--- config.mk ---
export PLATFORM = sky130hd
export DESIGN_NAME = play_ctrl
export DESIGN_NICKNAME = d
export VERILOG_FILES = /design/src/rtl/play_ctrl.sv
export SDC_FILE = /design/constraint.sdc
export NUM_CORES = 1
export LEC_CHECK = 0
export BUFFER_PORTS_ARGS = -buffer_cell sky130_fd_sc_hd__buf_2
export CAP_MARGIN = 20
export CORE_AREA = 4 4 101 103
export CTS_BUF_LIST = sky130_fd_sc_hd__clkbuf_8
export DETAILED_ROUTE_END_ITERATION = 10
export DIE_AREA = 0 0 105 107
export GPL_TIMING_DRIVEN = 0
export HOLD_SLACK_MARGIN = 0.08
export PLACE_DENSITY_LB_ADDON = 0.25
export SLEW_MARGIN = 20
export SYNTH_ARGS = -nofsm -noshare
export SYNTH_HDL_FRONTEND = slang
export SYNTH_SLANG_ARGS = --single-unit
--- constraint.sdc ---
create_clock -name clk -period 5.35 [get_ports clk]
set_input_delay 0.535 -clock clk [delete_from_list [all_inputs] [get_ports clk]]
set_output_delay 0.535 -clock clk [all_outputs]
set_load 0.01 [all_outputs]
--- src/rtl/play_ctrl.sv ---
// Music player front-end: button conditioning, play/pause/stop FSM, song select,
// beat clock generation and player restart pulse.
module play_ctrl #(
  parameter int unsigned CLK_HZ    = 6_000_000,
  parameter int unsigned BEAT_HZ   = 4,
  parameter int unsigned DEB_MS    = 20,
  parameter int unsigned NUM_SONGS = 3,
  parameter int unsigned RST_CYC   = 4
) (
  input  logic       clk,
  input  logic       reset,
  input  logic       btn_play,
  input  logic       btn_stop,
  input  logic       btn_next,
  input  logic       btn_prev,
  output logic       clock4hz,
  output logic       en,
  output logic [1:0] sel_song,
  output logic       play_rst_n,
  output logic [1:0] state
);

  localparam int unsigned NB      = 4;
  localparam int unsigned DEB_CYC = CLK_HZ / 1000 * DEB_MS;
  localparam int unsigned DEB_W   = $clog2(DEB_CYC + 1);
  localparam int unsigned HALF    = CLK_HZ / (2 * BEAT_HZ);
  localparam int unsigned BEAT_W  = (HALF > 1) ? $clog2(HALF) : 1;
  localparam int unsigned RST_W   = $clog2(RST_CYC + 1);

  localparam logic [DEB_W-1:0]  DEB_MAX  = DEB_W'(DEB_CYC - 1);
  localparam logic [BEAT_W-1:0] HALF_MAX = BEAT_W'(HALF - 1);
  localparam logic [RST_W-1:0]  RST_MAX  = RST_W'(RST_CYC - 1);
  localparam logic [1:0]        SONG_MAX = 2'(NUM_SONGS - 1);

  typedef enum logic [1:0] {
    ST_STOP  = 2'd0,
    ST_PLAY  = 2'd1,
    ST_PAUSE = 2'd2
  } state_t;

  // Button bit order: 0 play, 1 stop, 2 next, 3 prev
  logic [NB-1:0]    btn_raw;
  logic [NB-1:0]    sync1, sync2, deb, deb_d, press;
  logic [DEB_W-1:0] deb_cnt [NB];

  assign btn_raw = {btn_prev, btn_next, btn_stop, btn_play};

  // Synchronise, debounce and detect press edges
  always_ff @(posedge clk or negedge reset) begin
    if (!reset) begin
      sync1 <= '0;
      sync2 <= '0;
      deb   <= '0;
      deb_d <= '0;
      press <= '0;
      for (int i = 0; i < NB; i++) deb_cnt[i] <= '0;
    end else begin
      sync1 <= btn_raw;
      sync2 <= sync1;
      deb_d <= deb;
      press <= deb & ~deb_d;
      for (int i = 0; i < NB; i++) begin
        if (sync2[i] != deb[i]) begin
          if (deb_cnt[i] == DEB_MAX) begin
            deb[i]     <= ~deb[i];
            deb_cnt[i] <= '0;
          end else begin
            deb_cnt[i] <= deb_cnt[i] + 1'b1;
          end
        end else begin
          deb_cnt[i] <= '0;
        end
      end
    end
  end

  // Priority decode: stop > next > prev > play
  logic ev_stop, ev_next, ev_prev, ev_play, restart_c;
  assign ev_stop   = press[1];
  assign ev_next   = press[2] & ~press[1];
  assign ev_prev   = press[3] & ~press[2] & ~press[1];
  assign ev_play   = press[0] & ~(|press[3:1]);
  assign restart_c = |press[3:1];

  state_t     state_q, state_d;
  logic [1:0] sel_d;

  always_ff @(posedge clk or negedge reset) begin
    if (!reset) begin
      state_q  <= ST_STOP;
      en       <= 1'b0;
      sel_song <= 2'd0;
    end else begin
      state_q  <= state_d;
      en       <= (state_d == ST_PLAY);
      sel_song <= sel_d;
    end
  end

  always_comb begin
    state_d = state_q;
    sel_d   = sel_song;
    if (ev_stop) begin
      state_d = ST_STOP;
    end else if (ev_next) begin
      sel_d = (sel_song == SONG_MAX) ? 2'd0 : sel_song + 2'd1;
    end else if (ev_prev) begin
      sel_d = (sel_song == 2'd0) ? SONG_MAX : sel_song - 2'd1;
    end else if (ev_play) begin
      case (state_q)
        ST_STOP:  state_d = ST_PLAY;
        ST_PLAY:  state_d = ST_PAUSE;
        ST_PAUSE: state_d = ST_PLAY;
        default:  state_d = ST_STOP;
      endcase
    end
  end

  assign state = state_q;

  // Restart pulse: low for RST_CYC cycles after reset or any restart event
  logic [RST_W-1:0] rst_cnt;

  always_ff @(posedge clk or negedge reset) begin
    if (!reset) begin
      rst_cnt    <= '0;
      play_rst_n <= 1'b0;
    end else if (restart_c) begin
      rst_cnt    <= '0;
      play_rst_n <= 1'b0;
    end else if (!play_rst_n) begin
      if (rst_cnt == RST_MAX) begin
        rst_cnt    <= '0;
        play_rst_n <= 1'b1;
      end else begin
        rst_cnt <= rst_cnt + 1'b1;
      end
    end
  end

  // Beat divider, held cleared through restart so the first edge aligns to song start
  logic [BEAT_W-1:0] beat_cnt;

  always_ff @(posedge clk or negedge reset) begin
    if (!reset) begin
      beat_cnt <= '0;
      clock4hz <= 1'b0;
    end else if (restart_c || !play_rst_n) begin
      beat_cnt <= '0;
      clock4hz <= 1'b0;
    end else if (beat_cnt == HALF_MAX) begin
      beat_cnt <= '0;
      clock4hz <= ~clock4hz;
    end else begin
      beat_cnt <= beat_cnt + 1'b1;
    end
  end

endmodule

==> impl_results.md, run 1 <==
- Placed cells: 665
- Die width: between 100 and 150 um
- Critical path required time: roughly 5.7 ns
- Status: complete, no violations
- GRT Residual Overflow: 0
- Post-CTS setup buffers: 0
- Maximum VDD drop: 0.210 mV
- Worst setup margin: 3.14 ns
- Slew @ Worst Pin: 0.921 ns
- Fill cell count: 705
- Slew HR: 0.377
- Lkg Pwr: around 2.6 nW
- Register area share after synthesis: 0.536
- Crit share post-route: 0.414
- Setup TNS: 0 ns
- Die Height: 107 um
- WL/cell: 14.2 um
- WP data arrival: 2.53 ns
- Layout cells sized above 1: 0.109
- Area occupied by registers: 0.00295 sq mm
- ANT nets after route: 0
- Total vias in the final route: ~4000
- HP Class: input port to flip-flop
- #FFs+latches synth: 118
- Slowest cell on the critical path: o41ai_4
- Synth unique cells: 45
- TritonCTS clock tree: built
- Final Hold Fails: 0
- # nets final: 589
- CP Cell Sequence: ha_1, and2_1, buf_1, nand3_1, o41ai_4, buf_2, nor2_1
- Port bufs: 12
- First drt pass iteration count: 4
- Syn Inst Count: 541
- Root buffer cell: clkbuf_8
- # diodes: 0
- Vias in the first global route: 4059
- Number of synthesized flops with an enable pin: 0
- WP buf/inv: 2
- Crit-path max cell delay: ~0.56 ns
- GP Congestion: 0.831
- Vias/cell: 5.74
- Fin area: 0.00617 sq mm
- CP endpoint kind: flip-flop
- Worst-path clk slew: 0.07 ns
- Top cell type's share of synthesized area: 0.536
- Htree depth: 4
- Worst skew pair latency: 0.43 ns
- Setup WS pre-CTS: between 3 and 4 ns
- Finished Layout Cells: ~700
- Num CTS Buffers: 17
- Drt drc: 0
- Mapped Nets: 556
- Post-DP HPWL: roughly 6.8 mm
- Max cap viols: 0
- Minimum clock period: about 2.2 ns
- Critical path type: flip-flop to flip-flop
- Initial Util: 0.599
- Ys async rst share: 1.00
- Cell Area, Placed: 0.00574 sq mm
- Most frequent cell after synthesis: dfrtp_1
- Syn_area_per_cell: 10.2 sq um
- Rows: 35
- Initial DRC count: 170
- Max Clock Skew: slightly above 0.01 ns
- Crit path max-delay family: compound AO/OA/AOI/OAI gates
- Core box area: 0.00920 sq mm
- Synth Flop Type: dfrtp_1
- CTS Buffer Depth: 2
- Pin count of the biggest net entering global routing: 61
- Synth top cells by count: dfrtp_1 (118), nor2_1 (79), xnor2_1 (37)
- Final Power: 1.80 mW
- Die area: 0.0112 sq mm
- Global-route wire length before repair: 17.7 mm
- IO Pins: 13
- Post-Route WL: 9.93 mm
- Worst-path fanout max: 10
- Setup violators final: 0
- RSZ-0062 raised after global routing: false
- Pwr dens: 291 mW/mm^2
- Area leader, netlist: dfrtp_1
- Critical Path Start Type: flip-flop
- Yosys warns: 0
- Initial antenna violation count: 0
- Multi-input logic area: 0.00244 sq mm
- Synth area leaders: dfrtp_1 (54%), xnor2_1 (5.9%), nor2_1 (5.4%)
- FMAX: roughly 450 MHz
- Gr usage total: 0.194
- Area growth syn-to-layout: 12.0%
- Clock Sinks: about 120
- Final Max Tran Viols: 0
- Mapped Area: 0.00551 sq mm
[stage by stage]
stage	hold WS, ns	util
2_1_floorplan	0.239	-
3_3_place_gp	0.335	0.621
3_5_place_dp	0.337	0.624
4_1_cts	0.186	0.671
5_1_grt	0.177	0.671
6_report	0.202	0.671
[report_power, final]
| group | leakage, nW | internal (mW) | switching [mW] |
|---|---|---|---|
| clock network | 0.205 | 0.482 | 0.356 |
| logic | 0.825 | 0.0149 | 0.0335 |
| registers | 1.60 | 0.902 | 0.00910 |
| total | 2.63 | 1.40 | 0.398 |
[worst reg2reg max path, delay by kind of cell, from the launching register on]
kind                       cells  cell delay (ns)
AOI/OAI and AO/OA              1             0.56
adders and majority gates      1             0.22
buffers and inverters          2             0.52
DFF                            1             0.41
and+or+nand+nor                3             0.40
[layout make-up]
type	instances	share of cell area
well taps	111	0.0225
clock buffers	19	0.0424
flip-flops and latches	118	0.479
clock inverters	13	0.0253
multi-input cells	394	0.396
plain buffers	12	0.00811
repair buffers	14	0.0168
inverters	17	0.0103
[routing by layer]
| metal | up-vias | part of all wire | GRT usage |
|---|---|---|---|
| met5 | - | 0 | 0 |
| met4 | 0 | 0.022 | 0.0918 |
| met3 | 18 | 0.031 | 0.0476 |
| met2 | 54 | 0.51 | 0.336 |
| met1 | 1959 | 0.44 | 0.228 |
| li1 | 1977 | - | - |
[final timing paths]
check / from / end / slack [ns] / cells after the start
worst max-delay path: deb_cnt[51] / deb_cnt[58] / 3.14 / 7
worst min-delay path: btn_next / sync1[2] / 0.20 / 1
worst max register to register: deb_cnt[51] / deb_cnt[58] / 3.14 / 7
worst min register to register: sync1[0] / sync2[0] / 0.35 / 0
max in group asynchronous: reset / beat_cnt[0] / 4.06 / 3
min in group asynchronous: reset / deb_cnt[64] / 0.64 / 2
[registers in the layout (all words and copies together), names as in the netlist, 2 cells and up]
signal	count
beat_cnt	20
deb	4
deb_cnt	68
deb_d	4
press	4
rst_cnt	3
sel_song	2
state	2
sync1	4
sync2	4
[placed cells by master (no fill, tap or decap), drive strengths merged, types with 2 or more instances in the layout]
master	Yosys	layout
or3	12	12
nor3	16	16
clkinvlp	0	4
xor2	25	25
xnor2	37	37
or4b	3	3
a31o	4	4
and2	6	6
nand2b	2	2
or3b	2	2
clkbuf	7	26
o31ai	7	7
and4	6	6
or4bb	2	2
o41ai	2	2
buf	5	18
dfrtp	118	118
nand4	24	24
nor2b	7	7
nor4b	3	3
ha	9	9
and3	10	10
bufinv	0	3
or4	10	10
nor4	11	11
inv	17	18
o21ai	13	13
nand2	35	35
nor2	79	79
a41o	2	2
nand3	29	29
mux2	4	4
a21oi	25	25
clkinv	0	5
[what timing repair did]
action,in CTS,in global routing
gates resized for setup,0,0
hold buffers,1,0
hold endpoints to repair,4,0
setup endpoints to repair,0,0
[kinds of logic (layout without fill, tap and decap cells)]
group,Yosys count,in the layout,share of synthesized area
DFF,118,118,0.536
muxes,5,5,0.00999
adders and majority gates,9,9,0.0204
buffers and inverters,29,75,0.0207
and+or+nand+nor,260,260,0.247
xor gates and xnor gates,62,62,0.0986
AOI/OAI and AO/OA,58,58,0.0677
Note: power is estimated with default switching activity, not from simulation.
==> inputs of run 2 (changes only) <==
--- a/config.mk
+++ b/config.mk
@@ -7,10 +7,10 @@
 export LEC_CHECK = 0
 export BUFFER_PORTS_ARGS = -buffer_cell sky130_fd_sc_hd__buf_2
 export CAP_MARGIN = 20
-export CORE_AREA = 4 4 101 103
+export CORE_AREA = 4 4 103 105
 export CTS_BUF_LIST = sky130_fd_sc_hd__clkbuf_8
 export DETAILED_ROUTE_END_ITERATION = 10
-export DIE_AREA = 0 0 105 107
+export DIE_AREA = 0 0 107 109
 export GPL_TIMING_DRIVEN = 0
 export HOLD_SLACK_MARGIN = 0.08
 export PLACE_DENSITY_LB_ADDON = 0.25
==> constraint.sdc (replaced) <==
create_clock -name clk -period 1.8 [get_ports clk]
set_input_delay 0.18 -clock clk [delete_from_list [all_inputs] [get_ports clk]]
set_output_delay 0.18 -clock clk [all_outputs]
set_load 0.01 [all_outputs]
==> run 2 against run 1 <==
The run now ends with negative setup slack left. Flip-flop and latch count did not move. Clock skew increased by 0.0018 ns. Sequential share of layout area is 2.8 points lower. Fmax increased by 15%. Die area rose by 3.8%. Highest routed layer unchanged.
==> impl_results.md, run 2 (synthesis results as in run 1) <==
- Die Height: ~110 um
- WP buf/inv: 0
- Vias/cell: 5.51
- RSZ-0062 raised after global routing: true
- Worst-path fanout max: 3
- Initial Util: 0.572
- Status: finished, violations left
- First drt pass iteration count: 4
- ANT nets after route: 0
- Sw power: 1.13 mW
- Vias in the first global route: 4013
- Final Max Tran Viols: 0
- Pwr dens: 832 mW/mm^2
- FMAX: 519 MHz
- Worst setup margin: -0.126 ns
- HP Class: input port to async pin
- Port bufs: 12
- Die area: 0.0117 sq mm
- Area growth syn-to-layout: 19.2%
- GP Congestion: 0.833
- Total vias in the final route: 4053
- Int Power: 4.34 mW
- Commonest non-fill, non-tap cell in the layout: dfrtp_1
- Post-DP HPWL: 6.57 mm
- Critical Path Start Type: flip-flop
- CP Cell Sequence: or4b_4, or4_4, or3_1, a21oi_2
- WP data arrival: between 2 and 2.5 ns
- Reg2reg end: clock4hz
- Initial antenna violation count: 0
- Worst reg-to-reg path cell count: 4
- Initial DRC count: 210
- Commonest non-fill, non-tap cells in the layout: dfrtp_1 (114), nor2_1 (68), xnor2_1 (37), nand2_1 (34), nand3_1 (27)
- Max cap viols: 0
- Htree depth: 4
- Multi-input logic area: 0.00261 sq mm
- Gr usage total: 0.194
- Largest regs: deb_cnt x68, beat_cnt x20
- Clk network pwr share: 0.473
- WL/cell: 14.0 um
- Root buffer cell: clkbuf_8
- Final Hold Fails: 0
- Num CTS Buffers: 17
- Die width: 107 um
- TritonCTS clock tree: built
- CP endpoint kind: flip-flop
- Sw frac: 0.206
- Post-Route WL: about 10 mm
- Comb pwr share: 0.031
- Crit-path max cell delay: 0.54 ns
- Minimum clock period: 1.93 ns
- Maximum VDD drop: about 0.71 mV
- Clock Sinks: 118
- Global-route wire length before repair: 18.0 mm
- Setup violators final: 21
- Failing checks: negative setup slack
- Flop2flop setup slack: -0.13 ns
- Rows: 36
- Critical path required time: 2.16 ns
- Reg power frac: 0.496
- IO Pins: 13
- Slew HR: 0.679
- Pin count of the biggest net entering global routing: 67
- Crit share post-route: 1.07
- Drt drc: 0
- Worst-path clk slew: roughly 0.070 ns
- Top reg by flops: deb_cnt
- CTS Buffer Depth: 2
- Max Clock Skew: 0.0120 ns
- Post-layout util: 0.681
- Crit path max-delay family: simple AND/OR/NAND/NOR gates
- Layout cells sized above 1: 0.198
- Setup TNS: -2.28 ns
- Fill cell count: around 760
- Area occupied by registers: just under 0.003 sq mm
- GRT Residual Overflow: 0
- Lkg Pwr: 2.79 nW
- Reg2Reg Launch Point: beat_cnt[18]
- Slew @ Worst Pin: 0.481 ns
- # diodes: 0
- Critical path type: flip-flop to flip-flop
- Slowest cell on the critical path: or4b_4
- Flip-flop count of the largest register after layout: 68
- Core box area: 0.00964 sq mm
- # nets final: between 600 and 700
- Worst skew pair latency: 0.43 ns
## run 2: changes by cell type in the layout (fill, tap and decap cells not counted), sizes merged
cell	change
clkbuf	-1
clkinvlp	-2
clkinv	-2
dlygate4sd3	+4
bufinv	+1
buf	+15
## run 2: repair_timing
action                     CTS  global route
cloned                       2             1
resized for setup           29            31
setup endpoints to repair   72            80
hold buffers                 5             0
hold endpoints to repair    56             0
buffers inserted             4             9
pin swaps                    8             7
## run 2: area by class of cell
cell class              instances  share of cell area
repair buffers                 34              0.0404
clock inverters                10              0.0234
clock buffers                  20              0.0419
plain buffers                   9              0.0109
multi-input cells             394               0.398
well taps                     133              0.0253
inverters                      17             0.00972
flip-flops and latches        118               0.450
## run 2: power groups by stage
| stage | registers, mW | logic, mW | clock network [mW] |
|---|---|---|---|
| after floorplan | 2.75 | 0.0663 | 0 |
| after global placement | 2.76 | 0.136 | 0 |
| after detailed placement | 2.76 | 0.148 | 0 |
| after CTS | 2.71 | 0.164 | 2.65 |
| after global routing | 2.71 | 0.194 | 2.78 |
| final | 2.71 | 0.168 | 2.59 |
## run 2: metrics by stage
stage	cell area [sq um]	cells	power, mW	setup WS, ns	hold slack (ns)
3_3_place_gp	5750	686	2.89	-0.811	0.287
3_5_place_dp	5790	687	2.91	-0.314	0.162
6_report	6570	735	5.47	-0.126	0.257
2_1_floorplan	5530	541	2.82	-0.0141	-0.116
5_1_grt	6570	735	5.69	-0.182	0.275
4_1_cts	6400	725	5.53	-0.133	0.264
## run 2: worst max-delay path by stage
stage,depth (start not counted),start,end
global route,4,beat_cnt[18],clock4hz
finish,4,beat_cnt[18],clock4hz
global placement,1,reset,deb_cnt[60]
floorplan,4,deb_cnt[59],deb_cnt[57]
detailed placement,6,deb_cnt[6],deb_cnt[8]
CTS,5,beat_cnt[18],beat_cnt[15]
## run 2: layer usage
metal	vias to the layer above	track usage	share of wire
li1	2008	-	-
met2	52	0.312	0.49
met3	23	0.0562	0.031
met1	1970	0.250	0.46
met5	-	0	0
met4	0	0.0776	0.018
